$ cat src/rtl/seq_detect_1011.sv
// Moore detector for serial pattern 1,0,1,1 (first bit first, overlap allowed)
// with a saturating detection counter; all outputs are registered.
module seq_detect_1011 #(
  parameter int unsigned CNT_W = 8
) (
  input  logic             clk,
  input  logic             reset,
  input  logic             en,
  input  logic             d,
  output logic             found,
  output logic [CNT_W-1:0] count,
  output logic [2:0]       state
);

  localparam logic [2:0] S0    = 3'd0;
  localparam logic [2:0] S1    = 3'd1;
  localparam logic [2:0] S10   = 3'd2;
  localparam logic [2:0] S101  = 3'd3;
  localparam logic [2:0] S1011 = 3'd4;

  localparam logic [CNT_W-1:0] CNT_ONE = CNT_W'(1);

  logic [2:0]       state_q, state_d;
  logic             found_q, found_d;
  logic [CNT_W-1:0] count_q, count_d;
  logic             hit;

  always_comb begin
    state_d = state_q;
    case (state_q)
      S0:      if (en) state_d = d ? S1    : S0;
      S1:      if (en) state_d = d ? S1    : S10;
      S10:     if (en) state_d = d ? S101  : S0;
      S101:    if (en) state_d = d ? S1011 : S10;
      S1011:   if (en) state_d = d ? S1    : S10;
      // Illegal codes recover to idle even while en is low.
      default: state_d = S0;
    endcase
  end

  // Only S101 can enter S1011, so this fires once per detection.
  always_comb begin
    hit     = en && d && (state_q == S101);
    count_d = count_q;
    if (hit && (count_q != '1)) begin
      count_d = count_q + CNT_ONE;
    end
  end

  // found is registered alongside state so it is always state == S1011.
  always_comb begin
    found_d = (state_d == S1011);
  end

  always_ff @(posedge clk) begin
    if (reset) begin
      state_q <= S0;
      found_q <= 1'b0;
      count_q <= '0;
    end else begin
      state_q <= state_d;
      found_q <= found_d;
      count_q <= count_d;
    end
  end

  assign state = state_q;
  assign found = found_q;
  assign count = count_q;

endmodule

$ cat config.mk
export PLATFORM = sky130hd
export DESIGN_NAME = seq_detect_1011
export DESIGN_NICKNAME = d
export VERILOG_FILES = /design/src/rtl/seq_detect_1011.sv
export SDC_FILE = /design/constraint.sdc
export NUM_CORES = 1
export LEC_CHECK = 0
export CAP_MARGIN = 20
export CORE_MARGIN = 4
export CORE_UTILIZATION = 45
export CTS_BUF_LIST = sky130_fd_sc_hd__clkbuf_2 sky130_fd_sc_hd__clkbuf_4 sky130_fd_sc_hd__clkbuf_8
export DETAILED_ROUTE_END_ITERATION = 16
export GPL_ROUTABILITY_DRIVEN = 0
export HOLD_SLACK_MARGIN = 0.1
export PLACE_DENSITY = 0.77
export SYNTH_ARGS = -nofsm -noshare
export SYNTH_HDL_FRONTEND = slang
export SYNTH_SLANG_ARGS = --single-unit
$ cat constraint.sdc
create_clock -name clk -period 1.6 [get_ports clk]
set_clock_uncertainty 0.05 [all_clocks]
set_input_delay 0.16 -clock clk [delete_from_list [all_inputs] [get_ports clk]]
set_output_delay 0.16 -clock clk [all_outputs]
set_load 0.02 [all_outputs]
==> flow_metrics.py <==
metrics = {
    "status": {
        "outcome": "finished clean",
    },
    "clocking": {
        "cts_buffers": 3,
        "cts_tree": "built",
        "clk_pin_slew_ns": 0.08,
        "clk_latency_ns": 0.28,
        "cts_root_buffer": "clkbuf_4",
        "cts.htree.levels": 1,
        "clk_path_buf_depth": 2,
        "post_cts.repair.setup_buffers": 0,
        "clock-sinks": 12,
        "cts_hold_buf": 0,
    },
    "logic_synthesis": {
        "synth-edff-count": 0,
        "yosysSeqAreaShare_pct": 36.4,
        "yosysUniqueCellTypes": 31,
        "synth.cell_area_um2": 661,
        "synth_fp_nets": 80,
        "avgSynthCellArea_um2": 8.81,
        "ys.warnings.count": 0,
        "synth_cells": 75,
        "ys_async_sr_fraction_pct": 0,
        "ys_ff_latch": 12,
        "synth_ff_type": "dfxtp_1",
    },
    "die": {
        "coreArea_um2": 1330,
        "die-area_um2": 2150,
        "num_rows": 13,
        "io_pins": 16,
        "initial_core_util_pct": 49.5,
        "die-width_um": 46.3,
        "die_h_um": 46.3,
    },
    "sta": {
        "hold_violations": 0,
        "relSlewSlack_pct": 75.1,
        "setup_violations": 0,
        "tightest_slew_ns": 0.364,
        "rsz0062_at_grt": "false",
        "slew_violations": 0,
        "max_clock_freq_mhz": 642,
        "fin_crit_ns": 1.56,
        "fin_crit_sh_pct": 97.3,
        "hold_slack_ns": 0.478,
    },
    "routing": {
        "final_antenna_net_count": 0,
        "wire_per_inst_um": 14.2,
        "num_vias": 694,
        "drt-vias-per-instance": 5.88,
        "drc": 0,
        "routed_wl_um": 1670,
        "drtIter0Drc": 12,
        "detail_route.first_pass.iterations": 4,
    },
    "critical_path": {
        "required_ns": 1.39,
        "criticalPathCategory": "register to primary output",
        "crit_path_cell_trace": "clkdlybuf4s50_1",
        "critical_path.top_delay_family": "buffers and inverters",
        "rr_endpoint": "count[0]$_SDFFE_PP0P_",
        "cp_slowest_cell": "clkdlybuf4s50_1",
        "slowest_delay_ns": 0.65,
        "worstPathArrival_ns": 1.35,
        "critPathLaunch": "count[5]$_SDFFE_PP0P_",
        "cp-start-kind": "register",
        "worstReg2RegStart": "count[1]$_SDFFE_PP0P_",
        "cp-end-kind": "primary output",
        "ff2ff_path_depth": 4,
        "timing.reg2reg.setup_slack_ns": 0.07,
        "crit_buf_inv": 1,
        "cp_max_fo": 6,
    },
    "cells_and_area": {
        "mostFrequentLayoutCells": "dfxtp_1, buf_4, clkdlybuf4s50_1",
        "drive_gt1_share_pct": 20.4,
        "nets": 109,
        "final-instance-count-excl-fill": 118,
        "area_growth_pct": 45.5,
        "antenna_cells": 0,
        "stdcell_area_um2": 961,
    },
    "grt": {
        "grt-ovfl-total": 0,
        "antenna_found_initial": 0,
        "grt_max_degree": 9,
        "grt_pass1_vias": 713,
        "grtUsageTotal_pct": 19.2,
        "grt_pass1_wl_um": 2930,
    },
    "worst_hold_path": {
        "worst_hold_path.num_cells": 2,
        "holdPathEnd": "count[1]$_SDFFE_PP0P_",
        "min_from": "count[1]$_SDFFE_PP0P_",
        "hold_class": "register to register",
    },
    "placement": {
        "hpwl_um": 1260,
        "port_buffers": 15,
        "dp_cells": 114,
        "placed_cell_area_um2": 906,
    },
    "run": {
        "maxCapViolCount": 0,
    },
    "power": {
        "peakVddDrop_mv": 0.470,
        "p_leak_nw": 0.462,
        "power_density_nw_per_um2": 627,
    },
}
## how the worst max path moves through the flow
stage / to / slack, ns / depth (start not counted)
6_report: count[5] / 0.04 / 1
5_1_grt: count[6]$_SDFFE_PP0P_ / 0.0009 / 5
4_1_cts: state[2] / 0.0005 / 1
3_5_place_dp: count[7]$_SDFFE_PP0P_ / -0.13 / 4
3_3_place_gp: count[7]$_SDFFE_PP0P_ / -0.06 / 4
2_1_floorplan: count[0]$_SDFFE_PP0P_ / 0.03 / 4
## power breakdown
part	total [mW]	switching [mW]	internal, mW	leakage [nW]
registers	0.304	0.00401	0.300	0.0973
clock network	0.250	0.111	0.139	0.0210
logic	0.0482	0.0242	0.0241	0.343
## final cells by class
| type | count | area, um^2 |
|---|---|---|
| Clock buffer | 4 | 36.3 |
| Timing Repair Buffer | 26 | 243 |
| Tap cell | 15 | 18.8 |
| Multi-Input combinational cell | 55 | 399 |
| Inverter | 6 | 22.5 |
| Sequential cell | 12 | 241 |
| Fill cell | 114 | 373 |
## registers in the layout (all words and copies together) (netlist names)
| register | flops |
|---|---|
| state | 3 |
| found | 1 |
| count | 8 |
## cells in the mapped netlist, types with 2 or more instances
cell type / instances / area (um^2)
nand2b_1: 2 / 12.5
a2111oi_0: 2 / 17.5
nor4_1: 4 / 25.0
nand2_1: 4 / 15.0
mux2_1: 2 / 22.5
nand3_1: 3 / 15.0
a21oi_1: 3 / 15.0
o31a_1: 2 / 17.5
a211oi_1: 3 / 22.5
dfxtp_1: 12 / 240
a31oi_1: 2 / 12.5
inv_1: 6 / 22.5
nor2_1: 5 / 18.8
nor2b_1: 7 / 43.8
o21ai_0: 2 / 10.0
## routing by layer
| layer | up-vias | part of all wire [%] | track usage (%) |
|---|---|---|---|
| li1 | 337 | - | - |
| met1 | 335 | 43 | 21.7 |
| met2 | 15 | 49 | 31.0 |
| met3 | 7 | 4.6 | 3.91 |
| met4 | 0 | 3.5 | 14.8 |
| met5 | - | 0 | 0 |
## cell families after synthesis
family                     Yosys count  synth area share (%)
muxes                                4                  6.63
DFF                                 12                  36.4
adders and majority gates            2                  3.41
and+or+nand+nor                     32                  29.9
buffers and inverters                8                  4.73
AOI/OAI and AO/OA                   17                  18.9
## timing repair
action                     in CTS  in global routing
setup endpoints to repair       2                  8
hold endpoints to repair        0                  0
gates resized for setup         2                  8
## stage by stage
step / setup TNS, ns / power, mW / util [%] / setup slack [ns]
3_5_place_dp: -0.346 / 0.360 / 67.9 / -0.133
4_1_cts: 0 / 0.608 / 70.5 / 0.000493
2_1_floorplan: 0 / 0.331 / - / 0.0295
5_1_grt: 0 / 0.628 / 72.0 / 0.000932
3_3_place_gp: -0.130 / 0.359 / 67.9 / -0.0591
6_report: 0 / 0.603 / 72.0 / 0.0436
Note: power is estimated with default switching activity, not from simulation.
